[config.mk]
export PLATFORM = sky130hd
export DESIGN_NAME = vga_pixel_out
export DESIGN_NICKNAME = d
export VERILOG_FILES = /design/src/rtl/vga_pixel_out.sv
export SDC_FILE = /design/constraint.sdc
export NUM_CORES = 1
export LEC_CHECK = 0
export ABC_AREA = 1
export CORE_MARGIN = 3
export CORE_UTILIZATION = 40
export CTS_CLUSTER_SIZE = 40
export DETAILED_ROUTE_END_ITERATION = 8
export DONT_BUFFER_PORTS = 1
export SLEW_MARGIN = 40
export SYNTH_ARGS = -nofsm -noshare
export SYNTH_HDL_FRONTEND = slang
export SYNTH_SLANG_ARGS = --single-unit
[constraint.sdc]
create_clock -name clk -period 1.2 [get_ports clk]
set_input_delay 0.18 -clock clk [delete_from_list [all_inputs] [get_ports clk]]
set_output_delay 0.18 -clock clk [all_outputs]
set_load 0.005 [all_outputs]
[src/rtl/vga_pixel_out.sv]
// VGA timing generator and output stage: issues pixel requests upstream, delays
// the sync/blank timing by the upstream latency and registers RGB and syncs together.
module vga_pixel_out #(
    parameter int WIDTH  = 640,
    parameter int HEIGHT = 480,
    parameter int H_FP   = 16,
    parameter int H_SYNC = 96,
    parameter int H_BP   = 48,
    parameter int V_FP   = 10,
    parameter int V_SYNC = 2,
    parameter int V_BP   = 33,
    parameter int LAT    = 2
) (
    input  logic       clk,
    input  logic       reset,
    input  logic       pix_en,
    output logic [9:0] req_x,
    output logic [9:0] req_y,
    output logic       req_valid,
    input  logic [7:0] in_red,
    input  logic [7:0] in_green,
    input  logic [7:0] in_blue,
    output logic [7:0] vga_r,
    output logic [7:0] vga_g,
    output logic [7:0] vga_b,
    output logic       vga_hs,
    output logic       vga_vs,
    output logic       vga_blank_n,
    output logic       frame_start
);

    localparam int HT = WIDTH + H_FP + H_SYNC + H_BP;
    localparam int VT = HEIGHT + V_FP + V_SYNC + V_BP;
    localparam logic [9:0] H_LAST = 10'(HT - 1);
    localparam logic [9:0] V_LAST = 10'(VT - 1);
    localparam logic [9:0] H_VIS  = 10'(WIDTH);
    localparam logic [9:0] V_VIS  = 10'(HEIGHT);
    localparam logic [9:0] HS_BEG = 10'(WIDTH + H_FP);
    localparam logic [9:0] HS_END = 10'(WIDTH + H_FP + H_SYNC);
    localparam logic [9:0] VS_BEG = 10'(HEIGHT + V_FP);
    localparam logic [9:0] VS_END = 10'(HEIGHT + V_FP + V_SYNC);

    logic [9:0]     h_cnt_q, h_cnt_d;
    logic [9:0]     v_cnt_q, v_cnt_d;
    logic [LAT-1:0] hs_dl_q, hs_dl_d;
    logic [LAT-1:0] vs_dl_q, vs_dl_d;
    logic [LAT-1:0] act_dl_q, act_dl_d;
    logic [7:0]     r_q, r_d, g_q, g_d, b_q, b_d;
    logic           hs_q, hs_d, vs_q, vs_d, blank_n_q, blank_n_d;
    logic           hs_raw_s, vs_raw_s, act_raw_s;

    assign req_x       = h_cnt_q;
    assign req_y       = v_cnt_q;
    assign act_raw_s   = (h_cnt_q < H_VIS) && (v_cnt_q < V_VIS);
    assign req_valid   = act_raw_s;
    assign hs_raw_s    = !((h_cnt_q >= HS_BEG) && (h_cnt_q < HS_END));
    assign vs_raw_s    = !((v_cnt_q >= VS_BEG) && (v_cnt_q < VS_END));
    assign frame_start = pix_en && (h_cnt_q == 10'd0) && (v_cnt_q == 10'd0);

    assign vga_r       = r_q;
    assign vga_g       = g_q;
    assign vga_b       = b_q;
    assign vga_hs      = hs_q;
    assign vga_vs      = vs_q;
    assign vga_blank_n = blank_n_q;

    // Raster position: horizontal wraps each line, vertical steps at end of line.
    always_comb begin
        h_cnt_d = h_cnt_q;
        v_cnt_d = v_cnt_q;
        if (pix_en) begin
            if (h_cnt_q == H_LAST) begin
                h_cnt_d = 10'd0;
                if (v_cnt_q == V_LAST) begin
                    v_cnt_d = 10'd0;
                end else begin
                    v_cnt_d = v_cnt_q + 10'd1;
                end
            end else begin
                h_cnt_d = h_cnt_q + 10'd1;
                v_cnt_d = v_cnt_q;
            end
        end else begin
            h_cnt_d = h_cnt_q;
            v_cnt_d = v_cnt_q;
        end
    end

    // Timing delay line matching the upstream colour latency; tail is element LAT-1.
    always_comb begin
        hs_dl_d  = hs_dl_q;
        vs_dl_d  = vs_dl_q;
        act_dl_d = act_dl_q;
        if (pix_en) begin
            hs_dl_d[0]  = hs_raw_s;
            vs_dl_d[0]  = vs_raw_s;
            act_dl_d[0] = act_raw_s;
            for (int i = 1; i < LAT; i++) begin
                hs_dl_d[i]  = hs_dl_q[i-1];
                vs_dl_d[i]  = vs_dl_q[i-1];
                act_dl_d[i] = act_dl_q[i-1];
            end
        end else begin
            hs_dl_d  = hs_dl_q;
            vs_dl_d  = vs_dl_q;
            act_dl_d = act_dl_q;
        end
    end

    // Output stage: colour is gated by the delayed active flag so blanking data never leaks.
    always_comb begin
        hs_d      = hs_q;
        vs_d      = vs_q;
        blank_n_d = blank_n_q;
        r_d       = r_q;
        g_d       = g_q;
        b_d       = b_q;
        if (pix_en) begin
            hs_d      = hs_dl_q[LAT-1];
            vs_d      = vs_dl_q[LAT-1];
            blank_n_d = act_dl_q[LAT-1];
            if (act_dl_q[LAT-1]) begin
                r_d = in_red;
                g_d = in_green;
                b_d = in_blue;
            end else begin
                r_d = 8'd0;
                g_d = 8'd0;
                b_d = 8'd0;
            end
        end else begin
            hs_d      = hs_q;
            vs_d      = vs_q;
            blank_n_d = blank_n_q;
        end
    end

    // State registers; reset wins over pix_en.
    always_ff @(posedge clk) begin
        if (reset) begin
            h_cnt_q   <= 10'd0;
            v_cnt_q   <= 10'd0;
            hs_dl_q   <= {LAT{1'b1}};
            vs_dl_q   <= {LAT{1'b1}};
            act_dl_q  <= {LAT{1'b0}};
            hs_q      <= 1'b1;
            vs_q      <= 1'b1;
            blank_n_q <= 1'b0;
            r_q       <= 8'd0;
            g_q       <= 8'd0;
            b_q       <= 8'd0;
        end else begin
            h_cnt_q   <= h_cnt_d;
            v_cnt_q   <= v_cnt_d;
            hs_dl_q   <= hs_dl_d;
            vs_dl_q   <= vs_dl_d;
            act_dl_q  <= act_dl_d;
            hs_q      <= hs_d;
            vs_q      <= vs_d;
            blank_n_q <= blank_n_d;
            r_q       <= r_d;
            g_q       <= g_d;
            b_q       <= b_d;
        end
    end

endmodule

==> Word-level counts from Yosys, hierarchy flattened <==
Index checks and enable logic that the tools add are counted.
{ "classes": {"add_sub_neg": 2, "reduce_logical": 10, "n_lt_le_gt_ge": 6, "muxes": 5, "n_eq_ne": 2} }
{ "ops": {"columns": ["op", "n"], "rows": [
  ["8-bit 2-to-1 mux", 3],
  ["10-bit by 1-bit adder with 10-bit output (second input constant)", 2],
  ["10-bit == test (second input constant)", 2],
  ["10-bit zero test", 2],
  ["10-bit < comparator (second input constant)", 2],
  ["10-bit by 9-bit < comparator with 1-bit output (second input constant)", 2],
  ["10-bit 2-to-1 mux", 2],
  ["10-bit >= comparator (second input constant)", 1],
  ["10-bit by 9-bit >= comparator with 1-bit output (second input constant)", 1],
  ["1-bit logical AND", 5],
  ["1-bit zero test", 2],
  ["2-bit AND reduction", 1]
]} }
{ "totals": {"inputBits": 27, "wordCells": 36, "output_inout_bits": 49, "register_bits": 53} }

==> Depth between registers and ports, before layout <==
Gate-level depths: netlist (run 1).
{ "depth": {"ltp_word": 3, "depth_mapped": 10, "mapped_depth_nobuf": 9} }

==> Worst setup path before layout (run 1) <==
OpenSTA, ideal clock, no wires.
{ "synth_timing": {"path_type": "register -> register", "startpoint": "reg h_cnt_q[0] (netlist: req_x[0])", "endpoint": "reg h_cnt_q[8] (netlist: req_x[8])", "stages_incl_launch_ff": 9, "setup_slack_ns": -0.156, "arrival_time_ns": 1.239, "cell_sequence": "dfxtp_1 -> ha_1 -> nand2_1 -> nor3_2 -> nand2_1 -> nor2_1 -> nand2_1 -> nand2_1 -> nor2_1"} }
{ "synth_between": {"elab_chain_len": 2, "elab_cells_between_ends": 3, "classes_between": "add/sub: 1; eq/ne: 1; mux: 1"} }
{ "synth_lines": {"columns": ["item", "line", "rtl"], "rows": [
  ["from (decl)", "43", "logic [9:0] h_cnt_q, h_cnt_d;"],
  ["from (signal assigned)", "153", "h_cnt_q <= h_cnt_d;"],
  ["10-bit by 1-bit adder with 10-bit output or 10-bit == test (tied branches)", "80, 72", null],
  ["10-bit 2-to-1 mux *", "72", "if (h_cnt_q == H_LAST) begin"]
]} }
Every way passes the cells marked *; elsewhere a longest branch is shown, timed or not.
A chain may end at the register's enable or synchronous reset.

==> Worst setup path after layout (run 1) <==
{ "layout_timing": {"startpoint": "reg h_cnt_q[5] (netlist: req_x[5])", "endpoint": "out frame_start"} }
{ "layout_between": {"elab_chain_len": 3} }
{ "layout_lines": {"columns": ["item", "line", "rtl"], "rows": [
  ["10-bit zero test", "58", "assign frame_start = pix_en && (h_cnt_q == 10'd0) && (v_cnt_q == 10'd0);"],
  ["1-bit logical AND (2 in a row)", "58", null],
  ["to (decl)", "29", "output logic frame_start"]
]} }
Every way passes these cells.

==> run_results.csv, run 1 <==
group,metric,value,unit
power,pwr-share-seq,57.7,%
routing,vias,2465,
floorplanning,core-area,5680,sq um
finish,final_cell_mix,"68 x nand2_1, 47 x buf_4, 40 x dfxtp_1, 36 x nor2_1, 36 x nand3_1",
clock_network,clk_pin_slew,0.10,ns
routing,m1WireLength,3.11,mm
worst_setup_path,cp-start-kind,"register",
sta,hold_viol,0,
clock_network,clockRootBuffer,"clkbuf_8",
run_status,violations,"negative setup slack",
finish,drive_above_1_share,35.2,%
floorplanning,die_y,83.9,um
worst_setup_path,worst_r2r_path_depth,11,
finish,syn_to_final_growth,39.4,%
sta,period_needed,1.53,ns
sta,setup_violations,24,
floorplanning,die_area,7040,sq um
placed_design,portBuffers,0,
worst_setup_path,reg2reg_from,"req_x[0]",
worst_setup_path,worstSetupPathDepth,3,
routing,met3_length,569,um
global_routing,track_usage,18.6,%
clock_network,clockBufferDepth,2,
global_routing,antenna_found_initial,0,
sta,finClkSkew,0.00500,ns
global_routing,gr-total-overflow,0,
logic_synthesis,syn_avg_cell_area,7.00,sq um
logic_synthesis,yosys.area.top_type,"dfxtp_1",
worst_setup_path,critPathBufInv,0,
power,vdd_ir_drop_max,0.000576,V
logic_synthesis,yosysWarnings,0,
sta,setup_ws,-0.327,ns
power,comb_power_share,9.3,%
worst_setup_path,criticalPathCategory,"reg -> out",
clock_network,cts_sinks,53,
logic_synthesis,synth_area_leaders,"dfxtp_1 44%, nand2_1 13%, nand3_1 8.7%, a21oi_1 6.6%, nor2_1 6.5%",
placed_design,placed_area,2860,sq um
finish,utilization,59.6,%
worst_setup_path,crit_family,"simple AND/OR/NAND/NOR gates",
logic_synthesis,synthesis.nets,378,
clock_network,numCtsBuffers,5,
power,leakagePower,1.37,nW
worst_setup_path,worstPathCellList,"nor3_1 -> nand4_1 -> nor3_2",
logic_synthesis,synth-simple-area-share,35.1,%
global_routing,grt_max_degree,39,
worst_setup_path,crit_required,1.02,ns
clock_network,cts_max_level,2,
routing,drt_iter0_markers,157,
routing,route.detailed.drc,0,
logic_synthesis,syn_inst,347,
finish,mostFrequentLayoutCell,"nand2_1",
routing,drt-total-wl,7.05,mm
floorplanning,rows,27,
min_path,hold_class,"in -> reg",
sta,max_freq,655,MHz
finish,n_antenna_cell,0,
sta,worst_pin_slew,0.570,ns
logic_synthesis,synth_cell_types,26,
power,switching_share,26.1,%
min_path,hold_depth,2,
sta,whs,0.0162,ns
logic_synthesis,ys_seq_elements,53,
clock_network,cts_tree,"done",
worst_setup_path,cp-startpoint,"req_x[5]",
power,clockPowerShare,32.9,%
finish,nNetsFinal,433,
routing,wl_per_cell,14.8,um
placed_design,place_congestion,0.822,
clock_network,clk_latency,0.31,ns
min_path,hp-start,"pix_en",
placed_design,pre_cts_slack,-0.126,ns
run_status,status,"finished with violations",
worst_setup_path,endpoint_kind,"output port",
sta,rsz0062_at_grt,"true",
routing,antenna_left,0,
floorplanning,die-width,83.9,um
routing,dr_wl_met2,3.32,mm
floorplanning,initial_core_util,42.8,%
logic_synthesis,synth-xor-area-share,0.722,%
worst_setup_path,worstPathArrival,1.35,ns
logic_synthesis,synth_top_area_share,43.7,%
routing,dr.pass1.iters,4,
floorplanning,pin_count,76,
worst_setup_path,cp_max_fo,5,
global_routing,grt_pass1_wl,10.9,mm
job,drv_cap,0,
sta,maxSlewHeadroom,62.0,%
finish,final_area,3380,sq um
placed_design,hpwl,4.52,mm
sta,min_period_over_period,127,%
worst_setup_path,max_stage_delay,0.37,ns
global_routing,grt_pass1_vias,2255,
power,p_sw,825,uW
logic_synthesis,synth_top_family_by_area,"simple AND/OR/NAND/NOR gates",
logic_synthesis,synth_compound_area_share,10.1,%
sta,slew_violations,0,
power,powerDensity,936,nW/um^2
logic_synthesis,netlist_area,2430,sq um
finish,num-fill-cells,497,
logic_synthesis,synthAdderAreaFrac,2.06,%
logic_synthesis,synth.yosys.seq_area_share,43.7,%
worst_setup_path,cpMaxStageDelayCell,"dfxtp_1",
power,totalPowerFinal,3.17,mW
logic_synthesis,muxShareOfSynthArea,0,%
routing,dr.max_layer_used,"met4",
routing,viasPerCell,5.19,
power,internal_power,2.34,mW
## power groups by stage
stage	Combinational (mW)	Sequential, mW	Clock [mW]
after global placement	0.200	1.87	0
after global routing	0.324	1.83	1.14
after CTS	0.253	1.83	1.08
after detailed placement	0.201	1.87	0
final	0.295	1.83	1.04
after floorplan	0.160	1.87	0
## metrics by stage
| stage | cells | setup TNS [ns] |
|---|---|---|
| final | 475 | -4.90 |
| after global routing | 475 | -6.75 |
| after global placement | 448 | -0.901 |
| after CTS | 471 | -10.38 |
| after detailed placement | 448 | -1.54 |
| after floorplan | 347 | -0.0586 |
## cells in the mapped netlist, drive strengths merged
master and n:
nand2 87, nand3 45, a31oi 1, o21ai 11
nor2 44, nor3 9, xor2 1, a21oi 33
a211oi 1, ha 4, clkinv 1, buf 12
inv 30, o21bai 1, nand4 8, xnor2 1
clkbuf 5, dfxtp 53
## cell type report
class | count | area [sq um] | area share [%]
Clock buffer | 5 | 68.8 | 2.03
Clock inverter | 3 | 22.5 | 0.666
Inverter | 31 | 126 | 3.74
Multi-Input combinational cell | 246 | 1400 | 41.5
Sequential cell | 53 | 1080 | 32.1
Tap cell | 72 | 90.1 | 2.66
Timing Repair Buffer | 65 | 587 | 17.3
## logic make-up (layout without fill, tap and decap cells)
kind of cell	count (synthesis)	count (layout)
flip-flops	53	53
adder cells (fa/ha/maj)	4	4
XOR/XNOR	2	2
AND/OR/NAND/NOR	193	193
AO/OA/AOI/OAI	47	47
buffers and inverters	48	104
## sequential cells by signal (all words and copies together) (netlist names), 2 cells and up
| name | cells |
|---|---|
| act_dl_q | 2 |
| hs_dl_q | 2 |
| req_x | 10 |
| req_y | 10 |
| vga_b | 8 |
| vga_g | 8 |
| vga_r | 8 |
| vs_dl_q | 2 |
## worst paths after layout
path	endpoint	slack (ns)
max	frame_start	-0.33
min	vga_g[7]	0.02
max reg2reg	req_x[8]	-0.31
min reg2reg	vs_dl_q[1]	0.48
## metal layers
| layer | GRT usage [%] | up-vias |
|---|---|---|
| met5 | 0 | - |
| met4 | 3.22 | 0 |
| met3 | 5.33 | 6 |
| met2 | 30.2 | 83 |
| met1 | 24.8 | 1136 |
| li1 | - | 1240 |
## timing repair
| action | in CTS | in global routing |
|---|---|---|
| buffers inserted | 13 | 4 |
| gates cloned | 0 | 1 |
| hold buffers | 2 | 1 |
| resized for setup | 27 | 53 |
| setup endpoints to repair | 20 | 25 |
| hold endpoints to repair | 35 | 1 |
| pin swaps | 6 | 22 |
(Power assumes the default switching activity.)
==> run 2: changes to the inputs <==
--- a/config.mk
+++ b/config.mk
@@ -11,6 +11,7 @@
 export CTS_CLUSTER_SIZE = 40
 export DETAILED_ROUTE_END_ITERATION = 8
 export DONT_BUFFER_PORTS = 1
+export PLACE_DENSITY_LB_ADDON = 0.25
 export SLEW_MARGIN = 40
 export SYNTH_ARGS = -nofsm -noshare
 export SYNTH_HDL_FRONTEND = slang
==> run 2 against run 1 <==
- sequential cell count unchanged
- maximum frequency down 1.3%
- largest power group unchanged
- count of clock-buffer cells in the layout stayed put
- the flow still finishes with violations (negative setup slack)
- clock skew is 0.0031 ns higher
==> run_results.csv, run 2 (synthesized netlist as in run 1, its figures left out) <==
group,metric,value,unit
worst_setup_path,endpoint_kind,"output port",
power,comb_power_share,8.4,%
finish,fin_cells,463,
worst_setup_path,criticalPathCategory,"reg -> out",
floorplanning,die-width,83.9,um
clock_network,clockBufferDepth,2,
global_routing,gr-total-overflow,0,
sta,worst_pin_slew,0.571,ns
routing,wl_per_cell,14.5,um
placed_design,portBuffers,0,
finish,drive_above_1_share,28.9,%
clock_network,clk_pin_slew,0.10,ns
finish,mostFrequentLayoutCell,"nand2_1",
routing,antenna_left,0,
sta,min_period_over_period,129,%
power,vdd_ir_drop_max,0.000554,V
floorplanning,core-area,5680,sq um
floorplanning,initial_core_util,42.8,%
floorplanning,die_y,83.9,um
clock_network,cts_sinks,53,
routing,route.detailed.drc,0,
placed_design,numPlacedInstances,448,
routing,drt-total-wl,6.71,mm
placed_design,hpwl,4.54,mm
finish,n_antenna_cell,0,
job,drv_cap,0,
placed_design,pre_cts_slack,-0.117,ns
floorplanning,pin_count,76,
routing,dr.pass1.iters,4,
global_routing,grt_pass1_wl,11.2,mm
global_routing,grt_max_degree,32,
worst_setup_path,cp_max_fo,2,
sta,maxSlewHeadroom,62.0,%
worst_setup_path,cp-start-kind,"register",
power,internal_power,2.32,mW
sta,slew_violations,0,
routing,vias,2414,
sta,period_needed,1.55,ns
global_routing,track_usage,19.1,%
sta,hold_viol,0,
power,pwr-share-seq,58.0,%
clock_network,cts_max_level,2,
finish,final_cell_mix,"77 x nand2_1, 42 x dfxtp_1, 42 x buf_4, 37 x nand3_1, 36 x nor2_1",
clock_network,clockRootBuffer,"clkbuf_8",
worst_setup_path,crit_required,1.02,ns
power,powerDensity,992,nW/um^2
run_status,violations,"negative setup slack",
sta,rsz0062_at_grt,"true",
worst_setup_path,worstPathArrival,1.37,ns
global_routing,grt_pass1_vias,2316,
worst_setup_path,cp-startpoint,"req_x[1]",
floorplanning,rows,27,
finish,nNetsFinal,421,
min_path,hp-start,"pix_en",
placed_design,place_congestion,0.853,
clock_network,cts_tree,"done",
global_routing,antenna_found_initial,0,
clock_network,numCtsBuffers,5,
floorplanning,die_area,7040,sq um
worst_setup_path,reg2reg_from,"req_x[1]",
sta,setup_violations,21,
placed_design,placed_area,2850,sq um
power,clockPowerShare,33.6,%
finish,utilization,56.0,%
power,p_sw,828,uW
routing,viasPerCell,5.21,
finish,syn_to_final_growth,30.9,%
finish,final_area,3180,sq um
sta,finClkSkew,0.00805,ns
power,switching_share,26.3,%
clock_network,clk_latency,0.31,ns
run_status,status,"finished with violations",
routing,drt_iter0_markers,106,
power,leakagePower,1.29,nW
min_path,hold_class,"in -> reg",
sta,max_freq,646,MHz
sta,setup_ws,-0.347,ns
==> run 2: cell count changes in the layout (fill, tap and decap cells not counted), moves of 3 or more <==
cell     delta
buf_4       -5
dfxtp_2     -3
nand2_2     -8
nand2_1     +9
buf_6       -5
o21ai_1     +3
==> run 2: critical path, stage by stage (launching register included) <==
cell     delay (ns)
dfxtp_4        0.35
inv_1          0.07
ha_1           0.16
nand2_1        0.05
nor3_1         0.13
nand4_1        0.11
nor3_2         0.17
==> run 2: cell type report <==
class | instances | area [sq um]
Sequential cell | 53 | 1080
Multi-Input combinational cell | 246 | 1340
Tap cell | 72 | 90.1
Inverter | 31 | 121
Fill cell | 541 | 2500
Timing Repair Buffer | 53 | 448
Clock buffer | 5 | 68.8
Clock inverter | 3 | 25.0
==> run 2: layer usage <==
metal | up-vias | global-route usage [%] | wire [um]
met3 | 8 | 5.53 | 489
met1 | 1118 | 25.6 | 2990
met4 | 0 | 4.82 | 76
met5 | - | 0 | 0
met2 | 72 | 30.3 | 3160
li1 | 1216 | - | -
==> run 2: timing repair <==
item                       4_1_cts  5_1_grt
setup endpoints to repair       19       25
hold buffers                     3        0
hold endpoints to repair        34        0
setup buffers                    6        1
pin swaps                       12        6
resized for setup               38       18
==> run 2: path summary, 6_finish.rpt <==
| path | endpoint | slack (ns) | cells after the start |
|---|---|---|---|
| setup / recovery | frame_start | -0.35 | 6 |
| hold reg to reg | vs_dl_q[1] | 0.47 | 2 |
| setup reg to reg | req_y[7] | -0.17 | 9 |
| hold / removal | vga_b[3] | 0.01 | 2 |
==> run 2: per-stage QoR <==
step	setup TNS [ns]	hold slack [ns]	power (mW)
after floorplan	-0.0586	0.280	2.03
after global placement	-0.866	0.251	2.07
after detailed placement	-1.49	0.253	2.07
after CTS	-10.29	0.000987	3.20
after global routing	-4.48	0.00237	3.30
final	-3.03	0.0138	3.15
==> run 2: power by group through the flow <==
| stage | Sequential, mW | Combinational [mW] | Clock (mW) |
|---|---|---|---|
| after detailed placement | 1.88 | 0.196 | 0 |
| after CTS | 1.83 | 0.262 | 1.10 |
| after global routing | 1.83 | 0.296 | 1.17 |
| final | 1.83 | 0.265 | 1.06 |
| after global placement | 1.88 | 0.194 | 0 |
| after floorplan | 1.87 | 0.160 | 0 |
==> run 3: changes to the inputs <==
==> constraint.sdc (replaced) <==
create_clock -name clk -period 1.2 [get_ports clk]
set_input_delay 0.24 -clock clk [delete_from_list [all_inputs] [get_ports clk]]
set_output_delay 0.24 -clock clk [all_outputs]
set_load 0.005 [all_outputs]
==> run 3 against run 2 <==
- the flow still finishes with violations (negative setup slack)
- cell count rose by 2.2%
- maximum frequency down 6.6%
- global-route usage down 0.20 points
- sequential power barely moved
- non-clock buffer count grew 10
- sequential share of layout area fell by 2.2 points
- register-to-register slack got worse by 0.06 ns
- critical path type unchanged
- highest routed layer unchanged
==> run_results.csv, run 3 (synthesized netlist as in run 1, its figures left out) <==
group,metric,value,unit
clock_network,cts_sinks,53,
power,leakagePower,1.39,nW
global_routing,grt_pass1_vias,2278,
clock_network,clockRootBuffer,"clkbuf_8",
routing,wl_per_cell,15.0,um
finish,final_area,3420,sq um
floorplanning,die-width,83.9,um
finish,final-seq-area,1090,sq um
placed_design,numPlacedInstances,450,
finish,multi_input_area,1460,sq um
worst_setup_path,worstPathCellList,"inv_1 -> ha_1 -> nand2_1 -> nor3_2 -> nand4_1 -> nor3_2",
routing,route.detailed.drc,0,
sta,finClkSkew,0.00595,ns
worst_setup_path,crit_required,0.96,ns
floorplanning,die_area,7040,sq um
routing,vias,2441,
placed_design,portBuffers,0,
clock_network,numCtsBuffers,5,
sta,max_freq,604,MHz
finish,drive_above_1_share,39.7,%
placed_design,placed_area,2870,sq um
placed_design,place_congestion,0.868,
floorplanning,rows,27,
worst_setup_path,crit_top_cell,"nor3_2",
floorplanning,die_y,83.9,um
run_status,violations,"negative setup slack",
sta,setup_violations,22,
global_routing,grt_pass1_wl,10.9,mm
sta,maxSlewHeadroom,64.2,%
clock_network,cts_max_level,2,
finish,syn_to_final_growth,40.9,%
sta,slew_violations,0,
global_routing,antenna_found_initial,0,
power,powerDensity,925,nW/um^2
routing,drt-total-wl,7.08,mm
routing,drt_iter0_markers,121,
placed_design,hpwl,4.60,mm
min_path,hold_class,"in -> reg",
routing,dr.pass1.iters,4,
worst_setup_path,criticalPathCategory,"reg -> out",
routing,antenna_left,0,
job,drv_cap,0,
clock_network,clk_pin_slew,0.10,ns
run_status,status,"finished with violations",
sta,setup_ws,-0.456,ns
sta,min_period_over_period,138,%
finish,final_cell_mix,"62 x nand2_1, 47 x buf_4, 36 x dfxtp_1, 34 x nand3_1",
finish,nNetsFinal,431,
clock_network,clk_latency,0.32,ns
power,vdd_ir_drop_max,0.000461,V
finish,fin_cells,473,
clock_network,cts_tree,"done",
sta,hold_viol,0,
finish,num-fill-cells,489,
routing,viasPerCell,5.16,
worst_setup_path,cp_max_fo,3,
floorplanning,core-area,5680,sq um
worst_setup_path,endpoint_kind,"output port",
worst_setup_path,cpMaxStageDelayCell,"dfxtp_4",
worst_setup_path,max_stage_delay,0.37,ns
global_routing,track_usage,18.9,%
floorplanning,pin_count,76,
sta,period_needed,1.66,ns
global_routing,grt_max_degree,42,
clock_network,clockBufferDepth,2,
global_routing,gr-total-overflow,0,
sta,worst_pin_slew,0.537,ns
worst_setup_path,cp-start-kind,"register",
worst_setup_path,worstPathArrival,1.42,ns
finish,mostFrequentLayoutCell,"nand2_1",
floorplanning,initial_core_util,42.8,%
finish,n_antenna_cell,0,
sta,rsz0062_at_grt,"true",
## run 3: cell types whose count changed in the layout (fill, tap and decap cells not counted), moves of 6 or more
cell | previous run | this run
dfxtp_1 | 42 | 36
dfxtp_2 | 7 | 13
nand2_1 | 77 | 62
nand2_2 | 5 | 17
nor2_1 | 36 | 30
## run 3: layer usage
metal  track usage, %  part of all wire (%)  routed length [um]
met5                0                     0                   0
met4             6.29                   1.4                 102
met3             5.73                   6.9                 485
met2             30.3                    49                3450
met1             24.3                    43                3040
## run 3: what timing repair did
item / in CTS / in global routing
setup endpoints to repair: 20 / 27
hold buffers: 2 / 0
cloned: 0 / 1
resized for setup: 23 / 82
endpoints found under the hold margin: 30 / 0
buffers inserted: 6 / 7
pin swaps: 7 / 29
## run 3: final cells by class
type	instances	share of cell area (%)
Clock buffer	5	2.01
Clock inverter	3	0.658
Inverter	31	3.69
Multi-Input combinational cell	246	42.8
Sequential cell	53	31.9
Tap cell	72	2.63
Timing Repair Buffer	63	16.3
## run 3: per-stage QoR
| stage | power, mW | utilization [%] | TNS, ns | hold WS [ns] | worst slack (ns) |
|---|---|---|---|---|---|
| after floorplan | 2.03 | - | -0.0586 | 0.340 | -0.0240 |
| after global placement | 2.07 | 50.5 | -0.976 | 0.312 | -0.106 |
| after detailed placement | 2.08 | 50.5 | -1.32 | 0.312 | -0.125 |
| after CTS | 3.15 | 54.4 | -9.98 | 0.0166 | -0.440 |
| after global routing | 3.30 | 60.3 | -5.80 | 0.0475 | -0.561 |
| final | 3.17 | 60.3 | -4.18 | 0.0206 | -0.456 |
## run 3: worst paths after layout
path                                  from          end  slack, ns  depth (start not counted)
worst max-delay path              req_x[0]  frame_start      -0.46                          6
worst min-delay path                 reset   hs_dl_q[0]       0.02                          2
worst max register to register    req_x[1]     req_y[7]      -0.23                          9
worst min register to register  vs_dl_q[1]   vs_dl_q[1]       0.47                          2
## run 3: power by group
group | leakage [nW] | internal (mW) | total, mW | switching (mW)
logic | 0.898 | 0.117 | 0.281 | 0.164
registers | 0.440 | 1.80 | 1.83 | 0.0317
clock network | 0.0481 | 0.416 | 1.06 | 0.641
## run 3: critical path: cells and delay by family (launching register included)
| family | cells | cell delay [ns] |
|---|---|---|
| AND/OR/NAND/NOR | 4 | 0.49 |
| flip-flops | 1 | 0.37 |
| buffers and inverters | 1 | 0.06 |
| adder cells (fa/ha/maj) | 1 | 0.17 |
